**config.mk**
```make
export PLATFORM = sky130hd
export DESIGN_NAME = hazard_unit
export DESIGN_NICKNAME = d
export VERILOG_FILES = /design/src/rtl/hazard_unit.sv
export SDC_FILE = /design/constraint.sdc
export NUM_CORES = 1
export LEC_CHECK = 0
export ABC_AREA = 0
export BUFFER_PORTS_ARGS = -buffer_cell sky130_fd_sc_hd__buf_2
export CORE_AREA = 2 2 51 43
export CTS_BUF_LIST = sky130_fd_sc_hd__clkbuf_2 sky130_fd_sc_hd__clkbuf_4 sky130_fd_sc_hd__clkbuf_8
export CTS_CLUSTER_SIZE = 14
export DETAILED_ROUTE_END_ITERATION = 16
export DIE_AREA = 0 0 53 45
export PLACE_DENSITY = 0.82
export SLEW_MARGIN = 20
export SYNTH_ARGS = -nofsm -noshare
export SYNTH_HDL_FRONTEND = slang
export SYNTH_SLANG_ARGS = --single-unit
```
**constraint.sdc**
```tcl
create_clock -name clock -period 1.9 [get_ports clock]
set_clock_uncertainty 0.1 [all_clocks]
set_input_delay 0.38 -clock clock [delete_from_list [all_inputs] [get_ports clock]]
set_output_delay 0.38 -clock clock [all_outputs]
set_load 0.05 [all_outputs]
```
**src/rtl/hazard_unit.sv**
```systemverilog
// Hazard and bypass controller for the 5-stage pipeline: shift scoreboard over X..W,
// MX/WX bypass selects for rs/rt, load-use stall and flush bubbles. Optional HAZARD_STATS_EN counters.
module hazard_unit #(
    parameter int REG_AW     = 5,
    parameter int DEPTH      = 3,
    parameter int LOAD_STAGE = 2,
    localparam int SELW      = (DEPTH <= 2) ? 1 : $clog2(DEPTH)
) (
    input  logic              clock,
    input  logic              reset,
    input  logic              id_valid,
    input  logic [REG_AW-1:0] id_rs,
    input  logic [REG_AW-1:0] id_rt,
    input  logic              id_uses_rs,
    input  logic              id_uses_rt,
    input  logic [REG_AW-1:0] id_dst,
    input  logic              id_wen,
    input  logic              id_is_load,
    input  logic              flush,
    output logic              stall,
    output logic [SELW-1:0]   x_fwd_rs_sel,
    output logic [SELW-1:0]   x_fwd_rt_sel,
    output logic              x_valid
`ifdef HAZARD_STATS_EN
    ,
    output logic [31:0]       stall_count,
    output logic [31:0]       flush_count,
    output logic [31:0]       bypass_count
`endif
);

    logic [DEPTH-1:0]             ent_valid_q, ent_valid_d;
    logic [DEPTH-1:0]             ent_wen_q, ent_wen_d;
    logic [DEPTH-1:0]             ent_load_q, ent_load_d;
    logic [DEPTH-1:0][REG_AW-1:0] ent_dst_q, ent_dst_d;
    logic [SELW-1:0]              rs_sel_q, rs_sel_d;
    logic [SELW-1:0]              rt_sel_q, rt_sel_d;
    logic [SELW:0]                rs_hit, rt_hit;
    logic                         accept;

    // Returns {load_use_stall, bypass_sel}; scanning oldest to youngest lets the youngest match win.
    function automatic logic [SELW:0] lookup(
        input logic [REG_AW-1:0]             src,
        input logic                          uses,
        input logic [DEPTH-1:0]              vld,
        input logic [DEPTH-1:0]              wen,
        input logic [DEPTH-1:0]              ld,
        input logic [DEPTH-1:0][REG_AW-1:0]  dst
    );
        logic [SELW:0] r;
        r = '0;
        for (int k = DEPTH - 1; k >= 0; k--) begin
            if (uses && (src != '0) && vld[k] && wen[k] && (dst[k] == src)) begin
                // A retiring producer is already visible through the write-before-read regfile.
                r[SELW-1:0] = (k == DEPTH - 1) ? '0 : SELW'(k + 1);
                r[SELW]     = ld[k] && ((k + 1) < LOAD_STAGE);
            end
        end
        return r;
    endfunction

    always_comb begin
        rs_hit = lookup(id_rs, id_uses_rs, ent_valid_q, ent_wen_q, ent_load_q, ent_dst_q);
        rt_hit = lookup(id_rt, id_uses_rt, ent_valid_q, ent_wen_q, ent_load_q, ent_dst_q);
        stall  = !reset && id_valid && !flush && (rs_hit[SELW] || rt_hit[SELW]);
        accept = id_valid && !stall && !flush;

        ent_valid_d = {ent_valid_q[DEPTH-2:0], accept};
        ent_wen_d   = {ent_wen_q[DEPTH-2:0], accept && id_wen};
        ent_load_d  = {ent_load_q[DEPTH-2:0], accept && id_is_load};
        ent_dst_d   = '0;
        ent_dst_d[0] = accept ? id_dst : '0;
        for (int k = 1; k < DEPTH; k++) begin
            ent_dst_d[k] = ent_dst_q[k-1];
        end
        rs_sel_d = accept ? rs_hit[SELW-1:0] : '0;
        rt_sel_d = accept ? rt_hit[SELW-1:0] : '0;
    end

    always_ff @(posedge clock) begin
        if (reset) begin
            ent_valid_q <= '0;
            ent_wen_q   <= '0;
            ent_load_q  <= '0;
            ent_dst_q   <= '0;
            rs_sel_q    <= '0;
            rt_sel_q    <= '0;
        end else begin
            ent_valid_q <= ent_valid_d;
            ent_wen_q   <= ent_wen_d;
            ent_load_q  <= ent_load_d;
            ent_dst_q   <= ent_dst_d;
            rs_sel_q    <= rs_sel_d;
            rt_sel_q    <= rt_sel_d;
        end
    end

    assign x_valid      = ent_valid_q[0];
    assign x_fwd_rs_sel = rs_sel_q;
    assign x_fwd_rt_sel = rt_sel_q;

`ifdef HAZARD_STATS_EN
    logic [31:0] stall_count_q, stall_count_d;
    logic [31:0] flush_count_q, flush_count_d;
    logic [31:0] bypass_count_q, bypass_count_d;

    always_comb begin
        stall_count_d  = stall_count_q + 32'(stall);
        flush_count_d  = flush_count_q + 32'(flush && id_valid);
        bypass_count_d = bypass_count_q + 32'((rs_sel_d != '0) || (rt_sel_d != '0));
    end

    always_ff @(posedge clock) begin
        if (reset) begin
            stall_count_q  <= '0;
            flush_count_q  <= '0;
            bypass_count_q <= '0;
        end else begin
            stall_count_q  <= stall_count_d;
            flush_count_q  <= flush_count_d;
            bypass_count_q <= bypass_count_d;
        end
    end

    assign stall_count  = stall_count_q;
    assign flush_count  = flush_count_q;
    assign bypass_count = bypass_count_q;
`endif

endmodule

```
## Word-level counts from Yosys, hierarchy flattened

Index checks and enable logic that the tools add are counted.

| operators by class | value |
|---|---|
| equality and inequality tests | 4 |
| bitwise gates (word level) | 1 |
| reduce and logical (&&, ||, !) cells | 30 |
| mux-type cells | 4 |

Operators by type and width:

| operator | count |
|---|---|
| 1-bit logical AND | 21 |
| 5-bit equality test | 4 |
| 5-bit nonzero test | 2 |
| 3-bit 2-to-1 mux | 2 |
| 3-bit OR reduction | 2 |
| 2-bit 2-to-1 mux | 2 |
| 1-bit logical NOT | 3 |
| 2-bit OR reduction | 1 |
| 1-bit logical OR | 1 |
| 1-bit NOT | 1 |

| storage, ports and cells | value |
|---|---|
| input bits | 23 |
| bits in registers | 19 |

## Logic depth before layout (Yosys ltp)

| logic depth | value |
|---|---|
| depth in word-level cells | 14 |
| depth in mapped cells | 4 |
| depth with buffers taken out | 4 |

## Worst setup path after synthesis

No wires, ideal clock.

| timing path | value |
|---|---|
| kind | register -> output |
| from | register ent_valid_q[0] |
| to | output port stall |
| data required time | 1.420 ns |
| arrival time | 1.612 ns |
| cell stages (with the launch flop) | 4 |
| slack | -0.192 ns |
| path through | dfxtp_1 -> nand3_1 -> nor4_2 -> o211a_1 |

| between the ends | value |
|---|---|
| word-level cells in the longest chain between the ends | 6 |
| elaborated cells between the ends (all ways) | 10 |

Ends and longest elaborated chain:

| item | line | RTL |
|---|---|---|
| start: declaration | 32 | `logic [DEPTH-1:0] ent_valid_q, ent_valid_d;` |
| start signal: assignment | 89 | `ent_valid_q <= ent_valid_d;` |
| 1-bit logical AND (3 in series) | 53 | `if (uses && (src != '0) && vld[k] && wen[k] && (dst[k] == src)) begin` |
| 3-bit 2-to-1 mux | 53 |  |
| 1-bit logical OR * | 65 | `stall = !reset && id_valid && !flush && (rs_hit[SELW] \|\| rt_hit[SELW]);` |
| 1-bit logical AND * | 65 |  |
| end: declaration | 20 | `output logic stall,` |

Mark *: on every way between the ends. The rest lies on a longest branch, timed or not.

## Worst setup path in the final report

| timing path | value |
|---|---|
| from | input port id_rt[2] |
| to | output port stall |

| between the ends | value |
|---|---|
| word-level cells in the longest chain between the ends | 8 |
| elaborated cells between the ends (all ways) | 9 |

Ends and longest elaborated chain:

| item | line | RTL |
|---|---|---|
| start: declaration | 13 | `input logic [REG_AW-1:0] id_rt,` |
| 5-bit nonzero test | 53 |  |
| 1-bit logical AND (3 in series) | 53 |  |
| 1-bit logical AND * | 53 |  |
| 3-bit 2-to-1 mux * | 53 |  |
| 1-bit logical OR * | 65 |  |
| 1-bit logical AND * | 65 |  |

Marked as above.

==> impl_metrics.py <==
metrics = {
    "timing": {
        "final_hold_viol_count": 0,
        "rsz0062_at_grt": "true",
        "min_period_ps": 2140,
        "worst_slack_ps": -244,
        "finalSetupViolCount": 1,
        "drv_slew": 0,
        "relSlewSlack_pct": 60.4,
        "timing.fmax_mhz": 466,
        "worst_pin_slew_ps": 593,
        "period_share_pct": 113,
    },
    "cells_and_area": {
        "drive_above_1_share_pct": 53.1,
        "fin_nets": 171,
        "fin_cells": 171,
        "final_common_cell": "buf_2",
        "multiInputGateArea_um2": 594,
        "final_util_pct": 75.3,
        "final_cell_mix": "25 x buf_2, 24 x buf_4, 13 x dfxtp_1",
        "seqCellArea_um2": 388,
        "area_growth_pct": 51.6,
        "fillers": 133,
        "antenna_cells": 0,
    },
    "worst_setup_path": {
        "r2r_start": "ent_wen_q[0]",
        "required_ps": 1420,
        "crit_arrival_ps": 1660,
        "critPathCaptureType": "output pin",
        "ff2ff_path_depth": 4,
        "path_cells": "buf_6 > or4_4 > o21ai_4 > nor3_4 > o211a_4 > buf_8",
        "path_max_fanout": 2,
        "rrSetupSlack_ps": 190,
        "cp_slowest_cell": "or4_4",
        "cp_slowest_stage_delay_ps": 550,
        "crit_type": "input port to output pin",
        "crit-reg2reg-capture": "ent_dst_d[6]",
        "start_kind": "input port",
    },
    "logic_synthesis": {
        "synthSimpleGateAreaFrac_pct": 25.5,
        "synth_seq_area_share_pct": 41.6,
        "synthesis.area_um2": 913,
        "synth_compound_area_share_pct": 13.3,
        "synth.mux.area_fraction_pct": 0,
        "synth_seq_cells": 19,
        "yosys_warnings": 0,
        "synth_top_area_share_pct": 41.6,
        "avgSynthCellArea_um2": 9.93,
        "synth_top_area_cell": "dfxtp_1",
        "netlist-cell-type-count": 24,
        "synth_cells": 92,
        "synth_area_leaders": "dfxtp_1 42%, xnor2_1 13%, xor2_1 5.8%",
        "synth_xor_xnor_area_share_pct": 19.2,
        "synth-adder-area-share_pct": 0,
        "syn_nets": 115,
        "synth_top_family_by_area": "simple AND/OR/NAND/NOR gates",
    },
    "clock_tree": {
        "clockBufferDepth": 2,
        "cts-root-buf": "clkbuf_4",
        "path_clk_slew_ps": 100,
        "numCtsBuffers": 3,
        "cts_tree": "done",
        "cts_hold_repair.buffers": 0,
        "clkLatencyLatePin_ps": 290,
        "htreeDepth": 1,
        "cts.sinks": 19,
    },
    "die": {
        "core_mm2": 0.00184,
        "pin_count": 29,
        "die-area_mm2": 0.00239,
        "die_h_um": 45,
        "initial_core_util_pct": 49.7,
        "rows": 14,
        "die_x_um": 53,
    },
    "global_route": {
        "grt_pass1_wl_um": 3670,
        "grt-ovfl-total": 0,
        "grt_usage_pct": 21.5,
        "antenna_found_initial": 0,
        "grt_max_degree": 13,
        "first_global_vias": 819,
    },
    "status": {
        "status": "complete, but fails checks",
        "violations": "setup timing",
    },
    "hold_path": {
        "whs_endpoint": "ent_dst_d[8]",
        "min_path_type": "input port to register",
        "hold_path_depth": 3,
        "hp-start": "id_dst[3]",
    },
    "pwr": {
        "power_density_mw_per_mm2": 557,
        "design_power_total_mw": 0.771,
        "ir_drop_v": 0.000575,
        "p_leak_nw": 0.616,
    },
    "route": {
        "drt-pass1-iter-count": 4,
        "postRouteAntennaNets": 0,
        "drt-total-wl_um": 2470,
        "drc": 0,
        "first_iter_violations": 14,
        "routedWlPerCell_um": 14.4,
        "viasPerCell": 5.25,
        "via_count": 898,
    },
    "place": {
        "routabilityCongestion": 0.976,
        "placed_cells": 162,
        "place_hpwl_um": 1850,
        "io_buffers": 28,
    },
    "run": {
        "maxCapViolations": 0,
    },
}
[registers in the layout (all words and copies together) (netlist names)]
register      flops
x_fwd_rt_sel      2
ent_dst_d        10
ent_wen_q         2
ent_load_q        1
x_fwd_rs_sel      2
ent_valid_q       2
[how the worst max path moves through the flow]
stage	to	cells past startpoint	from	slack, ps
after floorplan	stall	4	id_rt[1]	-50
after global placement	stall	6	id_rt[1]	-280
final	stall	6	id_rt[2]	-240
after CTS	stall	6	id_rt[1]	-250
after global routing	stall	5	ent_dst_d[8]	-280
after detailed placement	ent_dst_d[6]	6	id_rs[3]	-300
[worst max-delay path, delay by kind of cell]
| kind | cells | cell delay, ps |
|---|---|---|
| AOI/OAI and AO/OA | 2 | 430 |
| buffers and inverters | 2 | 230 |
| and+or+nand+nor | 2 | 610 |
[synthesized netlist by cell type]
cell        n
dfxtp_1    19
nor3b_2     1
nor3_1      2
xnor2_1    14
xor2_1      6
o21ai_2     1
nor2_1      1
o211ai_1    1
nor4_2      1
clkbuf_1    1
or3b_2      1
nor2b_1     7
and3_1      3
a2111oi_2   2
nor3b_1     2
o211a_1     1
a21oi_1     8
nor3_2      1
o21ai_4     1
or4_4       2
o32ai_1     1
nand2_1     9
nand4_1     5
nand3_1     2
[where the power goes]
part           internal, mW  switching [mW]
sequential            0.406         0.00930
combinational        0.0800          0.0667
clock                0.0958           0.113
[timing repair]
item | CTS | global route
pin swaps | 2 | 7
setup buffers | 1 | 4
gates resized for setup | 3 | 15
endpoints found under the setup margin | 9 | 1
[area by class of cell]
class	count	share of cell area (%)
multi-input combinational	72	42.9
timing repair buffer	52	24.8
sequential	19	28.0
clock buffer	4	2.17
tap	24	2.17
[routing by layer]
layer  wire (um)  track usage (%)  vias up  part of all wire, %
li1            -                -      436                    -
met1        1040             27.4      418                   42
met2        1240             37.8       38                   50
met3         143             3.97        6                  5.8
met4          44             5.13        0                  1.8
met5           0                0        -                    0
[kinds of logic after synthesis]
family / Yosys count
and+or+nand+nor: 37
DFF: 19
AOI/OAI and AO/OA: 15
buffers and inverters: 1
xor gates and xnor gates: 20
[per-stage QoR]
| step | setup TNS [ps] | hold WS [ps] | instance area, um^2 | setup slack, ps |
|---|---|---|---|---|
| after CTS | -254 | 196 | 1290 | -254 |
| after detailed placement | -2630 | 401 | 1240 | -304 |
| after floorplan | -54.2 | 352 | 930 | -54.2 |
| after global placement | -2040 | 398 | 1240 | -283 |
| final | -244 | 193 | 1390 | -244 |
| after global routing | -283 | 193 | 1390 | -283 |
No activity file was read; power rests on OpenSTA's default activity.
